--- src/rtl/lms_ctr_gpio_bidir_pkg.sv ---
// lms_ctr_gpio_pkg
//   Shared constants for the lms_ctr bidirectional GPIO block:
//   Avalon word addresses of the register map and the encodings of the
//   EDGE_TYPE parameter.
package lms_ctr_gpio_pkg;

   // Register map (Avalon word addresses). Addresses 6 and 7 are unmapped.
   localparam logic [2:0] ADDR_DATA = 3'd0;
   localparam logic [2:0] ADDR_DIR  = 3'd1;
   localparam logic [2:0] ADDR_MASK = 3'd2;
   localparam logic [2:0] ADDR_EDGE = 3'd3;
   localparam logic [2:0] ADDR_SET  = 3'd4;
   localparam logic [2:0] ADDR_CLR  = 3'd5;

   // Edge-capture selection.
   localparam int unsigned EDGE_RISE = 0;
   localparam int unsigned EDGE_FALL = 1;
   localparam int unsigned EDGE_ANY  = 2;

endpackage

--- src/rtl/lms_ctr_gpio_bidir_if.sv ---
// lms_ctr_gpio_bidir_if
//   Avalon-MM slave bus bundle for the GPIO block.
//   address    : word address (3 bits)
//   chipselect : slave select
//   write_n    : active-low write strobe
//   read_n     : active-low read strobe
//   writedata  : 32-bit write data
//   readdata   : 32-bit registered read data (readLatency = 1)
interface lms_ctr_gpio_bidir_if;
   logic [2:0]  address;
   logic        chipselect;
   logic        write_n;
   logic        read_n;
   logic [31:0] writedata;
   logic [31:0] readdata;

   modport master (
      output address, chipselect, write_n, read_n, writedata,
      input  readdata
   );

   modport slave (
      input  address, chipselect, write_n, read_n, writedata,
      output readdata
   );
endinterface

--- src/rtl/lms_ctr_gpio_bidir_sync_edge.sv ---
// gpio_sync_edge
//   Vector-wide input synchroniser, previous-sample register and edge
//   detector for the GPIO pins.
//   clk, reset_n : clock, asynchronous active-low reset
//   in_port      : asynchronous pin inputs
//   in_sync      : synchronised pin values (SYNC_STAGES flops deep)
//   edge_pulse   : one-cycle pulse per bit on the edge chosen by EDGE_TYPE
module gpio_sync_edge
   import lms_ctr_gpio_pkg::*;
#(
   parameter int unsigned WIDTH       = 4,
   parameter int unsigned SYNC_STAGES = 2,
   parameter int unsigned EDGE_TYPE   = EDGE_RISE
) (
   input  logic             clk,
   input  logic             reset_n,
   input  logic [WIDTH-1:0] in_port,
   output logic [WIDTH-1:0] in_sync,
   output logic [WIDTH-1:0] edge_pulse
);

   logic [WIDTH-1:0] sync_q [SYNC_STAGES];
   logic [WIDTH-1:0] sync_d [SYNC_STAGES];
   logic [WIDTH-1:0] prev_q;
   logic [WIDTH-1:0] prev_d;
   logic [WIDTH-1:0] rise;
   logic [WIDTH-1:0] fall;

   always_comb begin
      sync_d[0] = in_port;
      for (int i = 1; i < SYNC_STAGES; i++) begin
         sync_d[i] = sync_q[i-1];
      end
      prev_d = sync_q[SYNC_STAGES-1];
   end

   // NOTE: the synchroniser array is an ordinary flop chain, not a memory,
   // so every stage is reset; otherwise a spurious edge could be detected
   // in the first cycles after reset release.
   always_ff @(posedge clk or negedge reset_n) begin
      if (!reset_n) begin
         for (int i = 0; i < SYNC_STAGES; i++) begin
            sync_q[i] <= '0;
         end
         prev_q <= '0;
      end else begin
         for (int i = 0; i < SYNC_STAGES; i++) begin
            sync_q[i] <= sync_d[i];
         end
         prev_q <= prev_d;
      end
   end

   assign in_sync    = sync_q[SYNC_STAGES-1];
   assign rise       = in_sync & ~prev_q;
   assign fall       = ~in_sync & prev_q;
   assign edge_pulse = (EDGE_TYPE == EDGE_RISE) ? rise :
                       (EDGE_TYPE == EDGE_FALL) ? fall : (rise | fall);

endmodule

--- src/rtl/lms_ctr_gpio_bidir.sv ---
// lms_ctr_gpio_bidir
//   Parametrised bidirectional GPIO on the lms_ctr Avalon-MM bus: data,
//   direction, interrupt-mask and edge-capture registers, atomic set/clear
//   of the output register, synchronised inputs and a level IRQ.
//   clk, reset_n : clock, asynchronous active-low reset
//   bus          : Avalon-MM slave (address/chipselect/write_n/read_n/
//                  writedata in, registered readdata out)
//   in_port      : asynchronous pin inputs
//   out_port     : output data register
//   oe_port      : output enable (direction register, 1 = output)
//   irq          : OR of (edge_capture & irq_mask)
module lms_ctr_gpio_bidir
   import lms_ctr_gpio_pkg::*;
#(
   parameter int unsigned      WIDTH       = 4,
   parameter logic [WIDTH-1:0] OUT_RESET   = WIDTH'(3),
   parameter logic [WIDTH-1:0] DIR_RESET   = '1,
   parameter int unsigned      EDGE_TYPE   = EDGE_RISE,
   parameter int unsigned      SYNC_STAGES = 2
) (
   input  logic                       clk,
   input  logic                       reset_n,
   lms_ctr_gpio_bidir_if.slave        bus,
   input  logic [WIDTH-1:0]           in_port,
   output logic [WIDTH-1:0]           out_port,
   output logic [WIDTH-1:0]           oe_port,
   output logic                       irq
);

   logic             wr;
   logic             rd;
   logic [WIDTH-1:0] wd;
   logic [WIDTH-1:0] in_sync;
   logic [WIDTH-1:0] edge_pulse;

   logic [WIDTH-1:0] data_out_q, data_out_d;
   logic [WIDTH-1:0] dir_q,      dir_d;
   logic [WIDTH-1:0] mask_q,     mask_d;
   logic [WIDTH-1:0] edge_q,     edge_d;
   logic [31:0]      readdata_q, readdata_d;
   logic [31:0]      rd_val;

   // Upper writedata bits are architecturally ignored.
   logic             unused_wd;
   assign unused_wd = ^bus.writedata;

   assign wr = bus.chipselect & ~bus.write_n;
   assign rd = bus.chipselect & ~bus.read_n;
   assign wd = bus.writedata[WIDTH-1:0];

   gpio_sync_edge #(
      .WIDTH       (WIDTH),
      .SYNC_STAGES (SYNC_STAGES),
      .EDGE_TYPE   (EDGE_TYPE)
   ) u_sync_edge (
      .clk        (clk),
      .reset_n    (reset_n),
      .in_port    (in_port),
      .in_sync    (in_sync),
      .edge_pulse (edge_pulse)
   );

   // Register-file write path.
   // NOTE: every variable gets its hold value first so no path through the
   // case leaves it unassigned, which would infer a latch.
   always_comb begin
      data_out_d = data_out_q;
      dir_d      = dir_q;
      mask_d     = mask_q;
      edge_d     = edge_q;
      if (wr) begin
         case (bus.address)
            ADDR_DATA: data_out_d = wd;
            ADDR_DIR:  dir_d      = wd;
            ADDR_MASK: mask_d     = wd;
            ADDR_EDGE: edge_d     = edge_q & ~wd;
            ADDR_SET:  data_out_d = data_out_q | wd;
            ADDR_CLR:  data_out_d = data_out_q & ~wd;
            default:   ;
         endcase
      end
      // A new edge is OR-ed in after the write-1-clear so it wins a collision.
      edge_d = edge_d | edge_pulse;
   end

   // Read mux works on the pre-write register values; readdata holds
   // between reads.
   always_comb begin
      rd_val = '0;
      case (bus.address)
         ADDR_DATA: rd_val[WIDTH-1:0] = (data_out_q & dir_q) | (in_sync & ~dir_q);
         ADDR_DIR:  rd_val[WIDTH-1:0] = dir_q;
         ADDR_MASK: rd_val[WIDTH-1:0] = mask_q;
         ADDR_EDGE: rd_val[WIDTH-1:0] = edge_q;
         default:   ;
      endcase
      readdata_d = rd ? rd_val : readdata_q;
   end

   // NOTE: sequential state uses non-blocking assignments so all flops
   // sample the same pre-edge values regardless of evaluation order.
   always_ff @(posedge clk or negedge reset_n) begin
      if (!reset_n) begin
         data_out_q <= OUT_RESET;
         dir_q      <= DIR_RESET;
         mask_q     <= '0;
         edge_q     <= '0;
         readdata_q <= '0;
      end else begin
         data_out_q <= data_out_d;
         dir_q      <= dir_d;
         mask_q     <= mask_d;
         edge_q     <= edge_d;
         readdata_q <= readdata_d;
      end
   end

   assign bus.readdata = readdata_q;
   assign out_port     = data_out_q;
   assign oe_port      = dir_q;
   assign irq          = |(edge_q & mask_q);

endmodule

--- src/flat_wrapper.sv ---
// flat-port wrapper written by rule: the top's interface ports become plain ports
module lms_ctr_gpio_bidir_flat import lms_ctr_gpio_pkg::*;
#(
   parameter int unsigned      WIDTH       = 4,
   parameter logic [WIDTH-1:0] OUT_RESET   = WIDTH'(3),
   parameter logic [WIDTH-1:0] DIR_RESET   = '1,
   parameter int unsigned      EDGE_TYPE   = EDGE_RISE,
   parameter int unsigned      SYNC_STAGES = 2
)
  (clk, reset_n, in_port, out_port, oe_port, irq, bus_address, bus_chipselect, bus_write_n, bus_read_n, bus_writedata, bus_readdata);
  lms_ctr_gpio_bidir_if bus_i ();
  input  logic clk;
  input  logic reset_n;
  input  logic [WIDTH-1:0] in_port;
  output logic [WIDTH-1:0] out_port;
  output logic [WIDTH-1:0] oe_port;
  output logic irq;
  input wire logic [$bits(bus_i.address)-1:0] bus_address;
  input wire logic [$bits(bus_i.chipselect)-1:0] bus_chipselect;
  input wire logic [$bits(bus_i.write_n)-1:0] bus_write_n;
  input wire logic [$bits(bus_i.read_n)-1:0] bus_read_n;
  input wire logic [$bits(bus_i.writedata)-1:0] bus_writedata;
  output wire logic [$bits(bus_i.readdata)-1:0] bus_readdata;
  assign bus_i.address = bus_address;
  assign bus_i.chipselect = bus_chipselect;
  assign bus_i.write_n = bus_write_n;
  assign bus_i.read_n = bus_read_n;
  assign bus_i.writedata = bus_writedata;
  assign bus_readdata = bus_i.readdata;
  lms_ctr_gpio_bidir #(.WIDTH(WIDTH), .OUT_RESET(OUT_RESET), .DIR_RESET(DIR_RESET), .EDGE_TYPE(EDGE_TYPE), .SYNC_STAGES(SYNC_STAGES)) u_core (.clk(clk), .reset_n(reset_n), .bus(bus_i), .in_port(in_port), .out_port(out_port), .oe_port(oe_port), .irq(irq));
endmodule
--- config.mk ---
export PLATFORM = sky130hd
export DESIGN_NAME = lms_ctr_gpio_bidir_flat
export DESIGN_NICKNAME = d
export VERILOG_FILES = /design/src/rtl/lms_ctr_gpio_bidir_pkg.sv /design/src/rtl/lms_ctr_gpio_bidir_if.sv /design/src/rtl/lms_ctr_gpio_bidir_sync_edge.sv /design/src/rtl/lms_ctr_gpio_bidir.sv /design/src/flat_wrapper.sv
export SDC_FILE = /design/constraint.sdc
export NUM_CORES = 1
export LEC_CHECK = 0
export ABC_AREA = 1
export ABC_CLOCK_PERIOD_IN_PS = 1200
export BUFFER_PORTS_ARGS = -buffer_cell sky130_fd_sc_hd__buf_2
export CORE_MARGIN = 2
export CORE_UTILIZATION = 47
export CTS_BUF_LIST = sky130_fd_sc_hd__clkbuf_4 sky130_fd_sc_hd__clkbuf_8
export CTS_CLUSTER_SIZE = 24
export DETAILED_ROUTE_END_ITERATION = 10
export GPL_TIMING_DRIVEN = 0
export PLACE_DENSITY = 0.82
export SYNTH_ARGS = -nofsm -noshare
export SYNTH_HDL_FRONTEND = slang
export SYNTH_HIERARCHICAL = 1
export SYNTH_SLANG_ARGS = --single-unit
--- constraint.sdc ---
create_clock -name clk -period 1.2 [get_ports clk]
set_input_delay 0.24 -clock clk [delete_from_list [all_inputs] [get_ports clk]]
set_output_delay 0.24 -clock clk [all_outputs]
set_load 0.005 [all_outputs]
==> out/qor.csv, run 1 <==
stage,metric,value,unit
timing,WHS,0.181,ns
min_path,hold_sp,bus_writedata[1],
critical_path,Crit path max-delay family,flip-flops,
floorplanning,Die Y,63.8,microns
critical_path,Register-to-Register Path Depth,8,
synthesis,synth top area cells,"dfrtp_1 (39%), nand2_1 (15%), buf_4 (14%)",
global_routing,first-pass GRT wire length,5540,microns
synthesis,"Seq/Total Area, Yosys",48.1,%
routing,Vias/cell,4.43,
timing,fin. max-slew vios,0,
floorplanning,starting density of the core,49.6,%
power,maximum vdd drop,0.783,mV
global_routing,initial antenna violation count,0,
floorplanning,Row Count,21,
critical_path,crit path launch type,flop,
critical_path,R2R Path End,u_core/bus.readdata[2],
floorplanning,Core ar.,3390,sq um
layout,NumNets Final,327,
synthesis,Netlist Area Pre-Place,1680,sq um
critical_path,crit path kind,flop to primary output,
flow_run,Max-Cap Viols,0,
routing,Total Wirelength,3470,microns
clock_tree,CTS H-tree lvls,2,
clock_tree,clk slew on worst S/H paths,0.10,ns
layout,share of layout cells above drive strength 1,36.6,%
layout,post-layout util,66.0,%
synthesis,Yosys reg bits,32,
critical_path,"critical path, cell by cell",nand2_1 -> nand4_1 -> buf_2,
placed_design,Place WS,-0.101,ns
routing,total number of vias,1462,
timing,Max Freq,794,MHz
synthesis,Syn Area/Cell,8.32,sq um
critical_path,Worst path slowest cell,dfrtp_1,
placed_design,post-place instance area,1970,sq um
timing,final period demand of the worst path,1.26,ns
layout,fillcell total,289,
synthesis,most frequent cells after synthesis,"nand2_1 (66), buf_4 (31), dfrtp_1 (26)",
floorplanning,Die W,63.8,microns
synthesis,Synth Flop Type,dfrtp_1,
routing,residual DRC count,0,
critical_path,CP max stage delay,0.41,ns
power,Static Leak,1.26,nW
synthesis,yosys warns,6,
clock_tree,TritonCTS Buffers,5,
critical_path,reg2reg setup slack,0,ns
timing,skew final,0.00879,ns
synthesis,most common cell in the netlist,nand2_1,
timing,Final Hold Vio Count,0,
global_routing,met2 usage,28.3,%
synthesis,Post-synth EDFFs,0,
global_routing,grt total ovfl,0,
clock_tree,clock latency on the worst-skew pair,0.32,ns
synthesis,Synth area leader,dfrtp_1,
layout,"Area growth, synth to finish",33.1,%
placed_design,routability cong.,0.860,
layout,post-route cell area,2240,sq um
timing,Worst Max-Slew Pin Slew,0.698,ns
routing,post-DR wirelength/cell,10.5,microns
critical_path,R2R Path Start,u_core/oe_port[2],
critical_path,Critical path buffers and inverters,1,
timing,setup violators final,6,
critical_path,Setup crit end,irq,
layout,# diodes,0,
outcome,failing checks,negative setup slack,
synthesis,top-area cell type share of the netlist area,38.7,%
timing,post-route setup TNS,-0.148,ns
clock_tree,CTS tree,yes,
critical_path,Setup crit end kind,primary output,
min_path,worst min path class,primary input to flop,
routing,DRT iter0 DRCs,94,
global_routing,largest net degree at the start of global routing,33,
global_routing,Tot GR Track Use,17.7,%
power,P per Cell Area,1270,nW/um^2
routing,Pre-antenna DRT Iters,4,
critical_path,Worst path depth,3,
critical_path,Crit Path Max Fanout,3,
critical_path,critical path startpoint,u_core/mask_q[2],
global_routing,met1 usage in global routing,21.8,%
timing,final critical-path share of the clock period,105,%
placed_design,port bufs,27,
timing,headroom to the max-slew limit,53.4,%
global_routing,met3 usage,7.39,%
critical_path,Worst EP arrival,1.02,ns
clock_tree,clock tree buffer depth,2,
clock_tree,Num Clock Sinks,32,
floorplanning,Die ar.,4070,sq um
global_routing,GR peak layer,met2,
outcome,status,finished with violations,
synthesis,post-synthesis async set-or-reset flop share,100,%
global_routing,vias in the first global route,1254,
synthesis,Mapped Cells,202,
floorplanning,I/O pins,85,
routing,ANT nets after route,0,
clock_tree,Root Buffer,clkbuf_4,
timing,RSZ-0062 raised after global routing,true,
timing,Setup WS post-layout,-0.0598,ns
min_path,hold depth,3,
critical_path,worst endpoint required time,0.96,ns
placed_design,hpwl dp,2330,microns
synthesis,count of cell types in the netlist,21,
==> worst min-delay path, cell delays in order <==
cell and delay (ns):
buf_2 0.10, inv_1 0.07, o21ai_0 0.09
==> per-stage QoR <==
stage	instances	total power, mW
floorplan	229	1.66
global placement	302	1.84
detailed placement	302	1.85
CTS	322	2.77
global route	330	3.05
finish	330	2.84
==> timing repair <==
action,in CTS,in global routing
endpoints found under the setup margin,7,11
resized for setup,0,10
endpoints found under the hold margin,26,4
buffers inserted,11,4
hold buffers,1,4
pin swaps,2,17
==> state kept, by name, indices dropped and copies added (netlist names) <==
| signal | cells |
|---|---|
| u_core/mask_q | 4 |
| u_core/bus.readdata | 4 |
| u_core/u_sync_edge/prev_q | 4 |
| u_core/out_port | 4 |
| u_core/u_sync_edge/sync_d | 4 |
| u_core/oe_port | 4 |
| u_core/u_sync_edge/in_sync | 4 |
| u_core/edge_q | 4 |
==> final cells by class <==
class,instances,area [sq um],area share (%)
Inverter,22,85.1,3.80
Clock buffer,6,45.0,2.01
Multi-Input combinational cell,144,661,29.5
Buffer,31,233,10.4
Timing Repair Buffer,47,313,14.0
Tap cell,46,57.6,2.57
Sequential cell,32,808,36.1
Clock inverter,2,35.0,1.57
==> placed cells by master (no fill, tap or decap), drive strengths merged <==
cell,count
buf,73
nand2,67
conb,28
dfrtp,26
inv,22
o21ai,14
nand4,11
nand3,9
nor2,7
clkbuf,6
dfstp,6
dlygate4sd3,5
o21bai,4
bufinv,1
clkinv,1
o31ai,1
a21oi,1
o211ai,1
nand2b,1
==> cells by family after synthesis <==
kind of cell / count (synthesis) / share of synthesized area, %
compound gates: 21 / 7.37
other cells: 1 / 0.223
simple gates: 95 / 25.4
flops: 32 / 48.1
buf+inv: 53 / 18.9
==> worst min path at each step <==
stage | to | slack (ns)
after global routing | u_core/oe_port[1] | 0.16
final | u_core/oe_port[1] | 0.18
after detailed placement | u_core/u_sync_edge/in_sync[1] | 0.33
after CTS | u_core/u_sync_edge/sync_d[1] | 0.001
after floorplan | u_core/bus.readdata[0] | -0.06
after global placement | u_core/u_sync_edge/sync_d[1] | 0.32
==> where the power goes <==
part | total, mW | switching [mW] | internal (mW)
combinational | 0.710 | 0.339 | 0.372
sequential | 1.31 | 0.0758 | 1.23
clock | 0.826 | 0.367 | 0.459
total | 2.84 | 0.781 | 2.06
==> routing by layer <==
layer,vias to the layer above,wire (microns)
li1,751,-
met1,631,1420
met2,76,1670
met3,4,365
met4,0,17
met5,-,0
Power figures use the tool's default switching activity.
==> run 2, diff against run 1 <==
--- a/config.mk
+++ b/config.mk
@@ -5,11 +5,10 @@
 export SDC_FILE = /design/constraint.sdc
 export NUM_CORES = 1
 export LEC_CHECK = 0
-export ABC_AREA = 1
 export ABC_CLOCK_PERIOD_IN_PS = 1200
 export BUFFER_PORTS_ARGS = -buffer_cell sky130_fd_sc_hd__buf_2
 export CORE_MARGIN = 2
-export CORE_UTILIZATION = 47
+export CORE_UTILIZATION = 46
 export CTS_BUF_LIST = sky130_fd_sc_hd__clkbuf_4 sky130_fd_sc_hd__clkbuf_8
 export CTS_CLUSTER_SIZE = 24
 export DETAILED_ROUTE_END_ITERATION = 10
==> out/qor.csv, run 2 <==
stage,metric,value,unit,change
global_routing,largest net degree at the start of global routing,33,,unchanged
layout,"Area growth, synth to finish",32.9,%,was 33.1%
synthesis,Yosys reg bits,32,,unchanged
timing,RSZ-0062 raised after global routing,true,,unchanged
synthesis,Mapped Cells,138,,was 202
floorplanning,I/O pins,85,,unchanged
timing,final period demand of the worst path,1.37,ns,was 1.26 ns
power,switch share,25.7,%,was 27.5%
placed_design,port bufs,27,,unchanged
synthesis,Synth area leader,dfrtp_1,,unchanged
power,Power Total,2.80,mW,was 2.84 mW
synthesis,Netlist Area Pre-Place,1590,sq um,was 1680 sq um
outcome,status,finished with violations,,unchanged
layout,# diodes,0,,unchanged
floorplanning,Die ar.,3950,sq um,was 4070 sq um
clock_tree,clk slew on worst S/H paths,0.10,ns,about the same
timing,fin. max-slew vios,0,,unchanged
floorplanning,Core ar.,3340,sq um,was 3390 sq um
power,Clk network pwr share,29.6,%,was 29.0%
placed_design,Inst Count DP,238,,was 302
min_path,hold_sp,bus_writedata[3],,was bus_writedata[1]
global_routing,initial antenna violation count,0,,unchanged
layout,fillcell total,275,,was 289
layout,NumNets Final,257,,was 327
synthesis,Syn Area/Cell,11.6,sq um,was 8.32 sq um
synthesis,post-synthesis async set-or-reset flop share,100,%,unchanged
routing,residual DRC count,0,,unchanged
floorplanning,Row Count,21,,unchanged
placed_design,Place WS,-0.255,ns,was -0.101 ns
critical_path,crit path launch type,flop,,unchanged
power,share of power burned in registers,47.0,%,was 46.0%
critical_path,worst endpoint required time,0.96,ns,about the same
placed_design,hpwl dp,2310,microns,was 2330 microns
timing,skew final,0.00612,ns,was 0.00879 ns
power,logic gate share of total power,23.4,%,was 25.0%
power,maximum vdd drop,0.857,mV,was 0.783 mV
clock_tree,CTS H-tree lvls,2,,unchanged
layout,"commonest non-fill, non-tap cells in the layout","buf_4 (37), buf_2 (28), conb_1 (28)",,"was nand2_1 (64), buf_4 (42), conb_1 (28)"
global_routing,first-pass GRT wire length,5240,microns,was 5540 microns
routing,total number of vias,1181,,was 1462
routing,DRT iter0 DRCs,35,,was 94
timing,headroom to the max-slew limit,52.9,%,was 53.4%
critical_path,critical path startpoint,u_core/edge_q[2],,was u_core/mask_q[2]
routing,ANT nets after route,0,,unchanged
placed_design,routability cong.,0.794,,was 0.860
critical_path,Worst EP arrival,1.13,ns,was 1.02 ns
layout,"commonest non-fill, non-tap cell in the layout",buf_4,,was nand2_1
synthesis,Post-synth EDFFs,0,,unchanged
timing,final critical-path share of the clock period,114,%,was 105%
min_path,worst min path class,primary input to flop,,unchanged
critical_path,Setup crit end kind,primary output,,unchanged
synthesis,"Seq/Total Area, Yosys",50.7,%,was 48.1%
power,Static Leak,1.05,nW,was 1.26 nW
clock_tree,clock tree buffer depth,2,,unchanged
clock_tree,TritonCTS Buffers,5,,unchanged
routing,Vias/cell,4.54,,was 4.43
global_routing,grt total ovfl,0,,unchanged
clock_tree,clock latency on the worst-skew pair,0.34,ns,was 0.32 ns
critical_path,R2R Path Start,u_core/edge_q[0],,was u_core/oe_port[2]
placed_design,post-place instance area,1890,sq um,was 1970 sq um
floorplanning,Die W,62.9,microns,was 63.8 microns
critical_path,crit path kind,flop to primary output,,unchanged
critical_path,Crit Path Max Fanout,3,,unchanged
timing,Setup WS post-layout,-0.171,ns,was -0.0598 ns
critical_path,Worst path slowest cell,dfrtp_1,,unchanged
layout,Finished Layout Cells,260,,was 330
clock_tree,Root Buffer,clkbuf_4,,unchanged
critical_path,CP max stage delay,0.41,ns,about the same
clock_tree,CTS tree,yes,,unchanged
critical_path,"critical path, cell by cell",a22oi_1 -> nand2_1 -> buf_2,,was nand2_1 -> nand4_1 -> buf_2
outcome,failing checks,negative setup slack,,unchanged
synthesis,yosys warns,6,,unchanged
floorplanning,starting density of the core,47.8,%,was 49.6%
flow_run,Max-Cap Viols,0,,unchanged
power,Net Switching,0.720,mW,was 0.781 mW
routing,Pre-antenna DRT Iters,5,,was 4
timing,Final Hold Vio Count,0,,unchanged
timing,setup violators final,7,,was 6
global_routing,Tot GR Track Use,17.5,%,was 17.7%
synthesis,most frequent cells after synthesis,"buf_4 (28), dfrtp_1 (26), nand2_1 (10)",,"was nand2_1 (66), buf_4 (31), dfrtp_1 (26)"
timing,Worst Max-Slew Pin Slew,0.706,ns,was 0.698 ns
routing,post-DR wirelength/cell,12.8,microns,was 10.5 microns
layout,post-layout util,63.5,%,was 66.0%
layout,share of layout cells above drive strength 1,45.3,%,was 36.6%
synthesis,most common cell in the netlist,buf_4,,was nand2_1
routing,Total Wirelength,3340,microns,was 3470 microns
synthesis,Synth Flop Type,dfrtp_1,,unchanged
power,internal power,2.08,mW,was 2.06 mW
synthesis,synth top area cells,"dfrtp_1 (41%), buf_4 (13%), dfstp_2 (9.9%)",,"was dfrtp_1 (39%), nand2_1 (15%), buf_4 (14%)"
synthesis,count of cell types in the netlist,24,,was 21
floorplanning,Die Y,62.9,microns,was 63.8 microns
synthesis,top-area cell type share of the netlist area,40.8,%,was 38.7%
power,P per Cell Area,1320,nW/um^2,was 1270 nW/um^2
clock_tree,Num Clock Sinks,32,,unchanged
global_routing,vias in the first global route,1105,,was 1254
timing,Max Freq,730,MHz,was 794 MHz
layout,post-route cell area,2120,sq um,was 2240 sq um
-- run 2: cell count changes after synthesis, moves of 5 or more --
cell / change
nand4_1: -10
inv_1: -19
nor2_2: -5
mux2_2: +8
nand3_1: -9
o21ai_0: -5
a22oi_1: +6
nand2_1: -56
-- run 2: path summary, 6_finish.rpt --
kind | to | slack (ns) | cells after the start
max reg2reg | u_core/bus.readdata[0] | 0 | 4
min in group asynchronous | u_core/edge_q[3] | 0.47 | 2
min | u_core/mask_q[3] | 0.19 | 2
max | irq | -0.17 | 3
max in group asynchronous | u_core/out_port[2] | 0.27 | 2
min reg2reg | u_core/u_sync_edge/in_sync[2] | 0.36 | 0
-- run 2: logic make-up after synthesis --
kind of cell           share of synthesized area [%]
buffers and inverters                           14.4
muxes                                           8.48
DFF                                             50.7
and+or+nand+nor                                 14.9
AOI/OAI and AO/OA                               11.3
other                                          0.235
-- run 2: stage by stage --
stage	hold WS, ns	setup TNS [ns]
floorplan	-0.0556	0
global placement	0.321	-2.67
detailed placement	0.330	-3.00
CTS	0.179	-0.401
global route	0.195	-0.566
finish	0.187	-0.271
-- run 2: worst max-delay path, delay by kind of cell (launching register included) --
family / cells / cell delay [ns]
flip-flops: 1 / 0.41
AO/OA/AOI/OAI: 1 / 0.17
AND/OR/NAND/NOR: 1 / 0.08
buffers and inverters: 1 / 0.13
-- run 2: area by class of cell --
cell class              count  area [sq um]  area share, %
flip-flops and latches     32           808           38.2
multi-input cells         101           678           32.0
repair buffers             41           265           12.5
plain buffers              31           225           10.6
well taps                  46          57.6           2.72
clock buffers               6          45.0           2.13
clock inverters             2          35.0           1.65
inverters                   1          3.75          0.177
-- run 2: power groups by stage --
stage               logic (mW)  registers [mW]  clock network (mW)
finish                   0.654            1.32               0.828
floorplan                0.318            1.34                   0
detailed placement       0.502            1.36                   0
global route             0.720            1.33               0.886
CTS                      0.622            1.31               0.849
global placement         0.488            1.35                   0
-- run 2: routing by layer --
| layer | GRT usage, % | share of wire [%] | vias up |
|---|---|---|---|
| met5 | 0 | 0 | - |
| met4 | 6.67 | 1.6 | 0 |
| met3 | 5.77 | 7.0 | 5 |
| met2 | 28.5 | 50 | 54 |
| met1 | 21.6 | 42 | 544 |
| li1 | - | - | 578 |
-- run 2: repair_timing --
item,4_1_cts,5_1_grt
hold buffers,5,0
gates resized for setup,0,8
setup endpoints to repair,7,9
endpoints found under the hold margin,30,0
buffers inserted,8,2
pin swaps,0,1
